===== config.mk =====
export PLATFORM = sky130hd
export DESIGN_NAME = mem_loader
export DESIGN_NICKNAME = d
export VERILOG_FILES = /design/src/rtl/arch_defs_pkg.sv /design/src/rtl/mem_loader.sv
export SDC_FILE = /design/constraint.sdc
export NUM_CORES = 1
export LEC_CHECK = 0
export ABC_AREA = 0
export CAP_MARGIN = 20
export CORE_MARGIN = 4
export CORE_UTILIZATION = 55
export CTS_BUF_LIST = sky130_fd_sc_hd__clkbuf_16
export DETAILED_ROUTE_END_ITERATION = 7
export GPL_ROUTABILITY_DRIVEN = 0
export GPL_TIMING_DRIVEN = 0
export PLACE_DENSITY = 0.8
export SLEW_MARGIN = 20
export SYNTH_ARGS = -nofsm -noshare
export SYNTH_HDL_FRONTEND = slang
export SYNTH_SLANG_ARGS = --single-unit

===== constraint.sdc =====
create_clock -name clk -period 3.1 [get_ports clk]
set_input_delay 0.62 -clock clk [delete_from_list [all_inputs] [get_ports clk]]
set_output_delay 0.62 -clock clk [all_outputs]
set_load 0.005 [all_outputs]

===== src/rtl/arch_defs_pkg.sv =====
// arch_defs_pkg: shared loader constants, default widths and FSM state encoding.
package arch_defs_pkg;
    localparam int DEF_DATA_WIDTH = 8;
    localparam int DEF_ADDR_WIDTH = 16;
    localparam logic [7:0] LOADER_SYNC = 8'hA5;
    typedef enum logic [2:0] {
        ST_IDLE, ST_ADDR_HI, ST_ADDR_LO, ST_LEN, ST_DATA, ST_CHK, ST_DONE
    } loader_state_e;
endpackage


===== src/rtl/mem_loader.sv =====
// mem_loader: receives SYNC/ADDR/LEN/DATA/CHK frames and writes the payload into RAM,
// holding the CPU in reset while a frame is in flight.
module mem_loader
    import arch_defs_pkg::*;
#(
    parameter int DATA_WIDTH = DEF_DATA_WIDTH,
    parameter int ADDR_WIDTH = DEF_ADDR_WIDTH
) (
    input  logic                  clk,
    input  logic                  reset,
    input  logic [DATA_WIDTH-1:0] rx_data,
    input  logic                  rx_valid,
    output logic                  rx_ready,
    output logic [ADDR_WIDTH-1:0] mem_addr,
    output logic [DATA_WIDTH-1:0] mem_data,
    output logic                  mem_we,
    output logic                  cpu_hold,
    output logic                  load_done,
    output logic                  load_error
);
    loader_state_e state_q, state_d;
    logic [8:0] cnt_q, cnt_d;
    logic [ADDR_WIDTH-1:0] addr_q, addr_d, mem_addr_q, mem_addr_d;
    logic [DATA_WIDTH-1:0] mem_data_q, mem_data_d;
    logic [7:0] chk_q, chk_d, byte_in, sum;
    logic mem_we_q, mem_we_d, cpu_hold_q, cpu_hold_d;
    logic load_done_q, load_done_d, load_error_q, load_error_d;
    logic accept;

    assign rx_ready = state_q != ST_DONE;
    assign accept = rx_valid && rx_ready;
    assign byte_in = rx_data[7:0];
    assign sum = chk_q + byte_in;

    always_comb begin
        state_d = state_q;
        cnt_d = cnt_q;
        addr_d = addr_q;
        chk_d = chk_q;
        mem_we_d = 1'b0;
        mem_addr_d = mem_addr_q;
        mem_data_d = mem_data_q;
        cpu_hold_d = cpu_hold_q;
        load_done_d = 1'b0;
        load_error_d = load_error_q;
        if (accept) begin
            // SYNC is excluded from the checksum; every later byte adds in
            if (state_q != ST_IDLE) chk_d = sum;
            case (state_q)
                ST_IDLE: if (byte_in == LOADER_SYNC) begin
                    state_d = ST_ADDR_HI;
                    chk_d = 8'h00;
                    cpu_hold_d = 1'b1;
                    load_error_d = 1'b0;
                end
                ST_ADDR_HI: begin
                    addr_d = ADDR_WIDTH'(byte_in);
                    state_d = ST_ADDR_LO;
                end
                ST_ADDR_LO: begin
                    addr_d = ADDR_WIDTH'({addr_q[7:0], byte_in});
                    state_d = ST_LEN;
                end
                ST_LEN: begin
                    cnt_d = (byte_in == 8'h00) ? 9'd256 : {1'b0, byte_in};
                    state_d = ST_DATA;
                end
                ST_DATA: begin
                    mem_we_d = 1'b1;
                    mem_addr_d = addr_q;
                    mem_data_d = rx_data;
                    addr_d = addr_q + 1'b1;
                    cnt_d = cnt_q - 1'b1;
                    state_d = (cnt_q == 9'd1) ? ST_CHK : ST_DATA;
                end
                ST_CHK: begin
                    state_d = ST_DONE;
                    load_error_d = load_error_q | (sum != 8'h00);
                    load_done_d = sum == 8'h00;
                end
                default: ;
            endcase
        end
        if (state_q == ST_DONE) begin
            state_d = ST_IDLE;
            cpu_hold_d = 1'b0;
        end
    end

    always_ff @(posedge clk) begin
        if (reset) begin
            state_q <= ST_IDLE;
            cnt_q <= '0;
            addr_q <= '0;
            chk_q <= '0;
            mem_we_q <= 1'b0;
            mem_addr_q <= '0;
            mem_data_q <= '0;
            cpu_hold_q <= 1'b0;
            load_done_q <= 1'b0;
            load_error_q <= 1'b0;
        end else begin
            state_q <= state_d;
            cnt_q <= cnt_d;
            addr_q <= addr_d;
            chk_q <= chk_d;
            mem_we_q <= mem_we_d;
            mem_addr_q <= mem_addr_d;
            mem_data_q <= mem_data_d;
            cpu_hold_q <= cpu_hold_d;
            load_done_q <= load_done_d;
            load_error_q <= load_error_d;
        end
    end

    assign mem_we = mem_we_q;
    assign mem_addr = mem_addr_q;
    assign mem_data = mem_data_q;
    assign cpu_hold = cpu_hold_q;
    assign load_done = load_done_q;
    assign load_error = load_error_q;
endmodule

# Word level (Yosys, flattened, before mapping)
# Cells that the tools add are included.
[totals]
elab_cells = 57
inputBits = 11
register_bits = 64
out_inout_bits = 29
[op_classes]
bitwise_logic = 3
n_mux = 12
eq_ne = 10
reduce_logical = 19
add_sub_neg = 3
[op_table]
columns = ["op", "count"]
rows = [
  ["one-hot mux 16 bit (3 select lines)", 1],
  ["2-to-1 mux 8 bit", 3],
  ["one-hot mux 3 bit (6 select lines)", 1],
  ["one-hot mux 9 bit (2 select lines)", 1],
  ["adder 16 x 1 -> 16 bit (second input constant)", 1],
  ["zero test 8 bit", 2],
  ["== test 3 bit (second input constant)", 3],
  ["== test 9 x 1 -> 1 bit (second input constant)", 1],
  ["2-to-1 mux 9 bit", 1],
  ["AND reduction 3 bit", 3],
  ["subtractor 9 x 1 -> 9 bit (second input constant)", 1],
  ["adder 8 bit", 1],
  ["== test 8 bit (second input constant)", 1],
  ["nonzero test 8 bit", 1],
  ["== test 3 x 2 -> 1 bit (second input constant)", 2],
  ["AND reduction 2 bit", 3],
  ["nonzero test 3 bit", 2],
  ["nonzero test 6 bit", 1],
  ["nonzero test 2 bit", 2],
  ["OR reduction 2 bit", 2],
  ["== test 3 x 1 -> 1 bit (second input constant)", 1],
  ["zero test 3 bit", 1],
  ["2-to-1 mux 1 bit", 3],
  ["2-to-1 mux 3 bit", 1],
  ["other kinds (7)", 8],
]

# Depth between registers and ports, before layout
[depth]
depth_word = 4
depth_mapped = 8
depth_no_buf = 8

# Least setup slack after synthesis
# OpenSTA, ideal clock, no wires.
[synth_timing]
path_type = "input-to-reg"
startpoint = "input port rx_data[0]"
endpoint = "register load_error_q (netlist: load_error)"
setup_ns = 0.125
required_time_ns = 2.975
arrival_ns = 2.682
slack_ns = 0.292
cell_stages = 7
path_cell_list = "ha_1 > fa_1 > xor2_1 > or3_1 > or4_1 > or3_4 > o2bb2ai_1"
[synth_via]
elab_chain_len = 4
elab_cells_between_ends = 7
cone_classes = "add/sub (1); eq/ne (2); mux (1); bitwise (1); reduce/logical (2)"
[synth_lines]
columns = ["item", "line_no", "rtl"]
rows = [
  ["from (decl)", "mem_loader.sv:11", "input logic [DATA_WIDTH-1:0] rx_data,"],
  ["adder 8 bit", "mem_loader.sv:33", "assign sum = chk_q + byte_in;"],
  ["nonzero test 8 bit", "mem_loader.sv:78", "load_error_d = load_error_q | (sum != 8'h00);"],
  ["OR 1 bit", "mem_loader.sv:78", ""],
  ["one-hot mux 1 bit (2 select lines)", "mem_loader.sv:49", "case (state_q)"],
  ["to (signal assigned)", "mem_loader.sv:112", "load_error_q <= load_error_d;"],
  ["to (decl)", "mem_loader.sv:27", "logic load_done_q, load_done_d, load_error_q, load_error_d;"],
]
# Several ways; a longest one is shown, not always the timed one.
# A chain may end at the register's enable or synchronous reset.

# Worst setup path in the final report
# Same ends and word-level chain as after synthesis.

==> results by group <==
Status
  • Status: finished, final reports clean

Worst setup path
  • WP data arrival: 3200 ps
  • Startpoint types: primary input
  • CP endpoint: load_error
  • Critical path class: in2reg
  • Family with the most delay on the worst path: simple AND/OR/NAND/NOR gates
  • CP max stage cell: or4_1
  • Crit path depth: 8
  • CP Launch Point: rx_data[0]
  • Buffers & Inverters on Critical Path: 1
  • Reg-to-Reg End: load_error
  • Worst r2r src: chk_q[0]
  • CP max stage delay: 520 ps
  • Worst setup EP type: flop
  • R2R depth: 7
  • Worst path required time: 3300 ps
  • CP Max Fanout: 6
  • R2r setup slk: 480 ps
  • CP Cell Sequence: dlygate4sd2_1 -> ha_1 -> fa_1 -> xor2_1 -> or3_1 -> or4_1 -> or3_4 -> o2bb2ai_1

Routing
  • DR vias: 3355
  • DRC Markers: 0
  • Via density per instance: 6.19
  • Antenna-violating nets left: 0
  • Drt first pass iters: 6
  • DRT iter0 DRCs: 338
  • Final wirelength: 8.73 mm
  • WL/cell: 16.1 µm

Floorplan
  • Initial core utilization: 57.5%
  • Die area: 7120 µm²
  • Rows: 27
  • Die span in x: 84.4 µm
  • Top Ports: 40
  • Die height: 84.4 µm
  • Core footprint: 5570 µm²

Synth
  • Post-synthesis cell area: 3210 µm²
  • Mapped Avg Cell Area: 7.69 µm²
  • Synth Register Bits: 64
  • Most frequent cell after synthesis: nand2_1
  • Synth top area share: 40.0%
  • Post-synth EDFFs: 0
  • Post-synthesis sequential area ratio: 40.0%
  • Synth cell types: 47
  • Top_reg_cell synth: dfxtp_1
  • Top post-synthesis cells by area: dfxtp_1 (40%), nand2_1 (10%), a21oi_1 (7.6%), nor2_1 (4.9%), a22oi_1 (4.0%)
  • Mapped Cells: 417
  • Syn_nets: 439
  • Async SR Flop Fraction: 0%
  • Top cells by count, synth: nand2_1 (87), dfxtp_1 (64), a21oi_1 (49)
  • Yosys warning count: 0
  • Cell taking the most area after synthesis: dfxtp_1

Final layout
  • Fill cells: 463
  • Area of the multi-input gates: 1830 µm²
  • # nets final: 488
  • Register area: 1280 µm²
  • Core Util, Final: 70.8%
  • Area delta synth->final: 23.1%
  • Share of layout cells above drive strength 1: 4.47%
  • N_diodes: 0

STA
  • Slew Viols, Final: 0
  • Max_slew headroom: 41.5%
  • Max Clock Skew: 3.59 ps
  • Worst Tran Pin Value: 874 ps
  • Hold slack: 451 ps
  • Fin. Hold Viols: 0
  • Fmax achieved: 333 MHz
  • Final Critical Period: 3000 ps
  • RSZ-0062 raised after global routing: no
  • Period utilisation layout: 96.8%
  • Final setup viols: 0

Clock tree
  • Hold_buf cts: 0
  • Root buf cell: clkbuf_16
  • Skew-Pair Late Insertion Delay: 330 ps
  • Max Buffers Root-to-Sink: 2
  • Total setup buffers inserted after CTS: 0
  • CTS tree: done
  • Clock tree sinks: 64
  • CTS Buf Count: 9
  • H-Tree Level Count: 3
  • Clk slew on worst S/H paths: 50 ps

Global route
  • Pin count of the biggest net entering global routing: 12
  • Global-route wire length before repair: 14.7 mm
  • Vias in the first global route: 3183
  • Initial antenna violation count: 0
  • Tot GR Track Use: 25.0%
  • Grt ovf: 0

Power
  • Pwr Total: 1.80 mW
  • Lkg Pwr: 1.42 nW
  • Pwr dens: 456 nW/µm²
  • Worst IR Drop VDD: 300 µV

Job
  • Max Cap Violations: 0

Min path
  • HP Class: reg2reg

Placement
  • Input/output buffers: 38
  • HPWL Detailed: 6.05 mm
==> power by group <==
| group | internal, mW | total, mW | switching, mW |
|---|---|---|---|
| logic | 0.0236 | 0.0715 | 0.0479 |
| clock network | 0.531 | 0.906 | 0.375 |
| registers | 0.823 | 0.824 | 0.000503 |
| total | 1.38 | 1.80 | 0.423 |
==> cell families (layout without fill, tap and decap cells) <==
kind of cell | after synthesis | after routing | synth area share (%)
and+or+nand+nor | 180 | 180 | 25.4
AOI/OAI and AO/OA | 121 | 121 | 23.3
DFF | 64 | 64 | 40.0
buffers and inverters | 28 | 81 | 3.28
xor gates and xnor gates | 13 | 13 | 3.55
adders and majority gates | 11 | 11 | 4.53
==> registers in the layout (all words and copies together) (netlist names) <==
name	flops
addr_q	16
mem_addr	16
cnt_q	9
chk_q	8
mem_data	8
state_q	3
cpu_hold	1
load_done	1
load_error	1
mem_we	1
==> per-stage QoR <==
step,worst slack (ps),cells,TNS (ps),cell area (µm²)
finish,101,542,0,3950
global route,2.59,542,0,3950
CTS,80.6,542,0,3940
floorplan,292,417,0,3210
detailed placement,-485,527,-925,3680
global placement,-472,527,-896,3680
==> worst min-delay path by stage <==
stage,to,start,cells past startpoint
CTS,mem_addr[13],mem_addr[13],2
detailed placement,mem_addr[13],mem_addr[13],2
finish,mem_addr[13],mem_addr[13],2
global route,mem_data[4],mem_data[4],2
global placement,mem_addr[14],mem_addr[14],2
floorplan,mem_addr[0],mem_addr[0],2
==> layout by cell type, fill, tap and decap left out, types with 2 or more instances in the layout <==
| master | instances |
|---|---|
| a211oi_1 | 2 |
| a21oi_1 | 49 |
| a222oi_1 | 3 |
| a22oi_1 | 17 |
| a31oi_1 | 5 |
| and2_1 | 2 |
| and3_1 | 4 |
| and4_1 | 2 |
| clkbuf_1 | 24 |
| clkbuf_16 | 9 |
| clkdlybuf4s50_1 | 36 |
| clkinv_2 | 3 |
| clkinvlp_4 | 3 |
| dfxtp_1 | 64 |
| ha_1 | 10 |
| inv_1 | 3 |
| nand2_1 | 87 |
| nand2b_1 | 3 |
| nand3_1 | 9 |
| nand4_1 | 3 |
| nor2_1 | 42 |
| nor2b_1 | 6 |
| nor3_1 | 9 |
| nor4_1 | 2 |
| o211a_1 | 2 |
| o21a_1 | 2 |
| o21ai_0 | 23 |
| o2bb2ai_1 | 2 |
| o31ai_1 | 3 |
| o41ai_1 | 3 |
| or3_1 | 2 |
| or4_1 | 3 |
| xnor2_1 | 5 |
| xor2_1 | 8 |
==> worst reg2reg max path, stage by stage (launching register included) <==
cell	delay, ps
dfxtp_1	310
ha_1	220
fa_1	420
xor2_1	190
or3_1	320
or4_1	520
or3_4	400
o2bb2ai_1	130
==> final cells by class <==
class                           count  share of cell area (%)
Clock inverter                      6                   0.951
Inverter                            3                   0.285
Tap cell                           72                    2.28
Multi-Input combinational cell    325                    46.3
Clock buffer                        9                    5.71
Timing Repair Buffer               38                    9.67
Sequential cell                    64                    32.5
Buffer                             25                    2.38
==> layer usage <==
metal / vias up / global-route usage [%] / wire length (µm)
li1: 1582 / - / -
met1: 1548 / 30.8 / 3560
met2: 189 / 41.7 / 4130
met3: 36 / 4.42 / 734
met4: 0 / 13.4 / 310
met5: - / 0 / 0
==> timing repair <==
item | in CTS | in global routing
gates resized for setup | 1 | 2
pin swaps | 0 | 0
endpoints found under the hold margin | 0 | 0
endpoints found under the setup margin | 2 | 2
(Power assumes the default switching activity.)
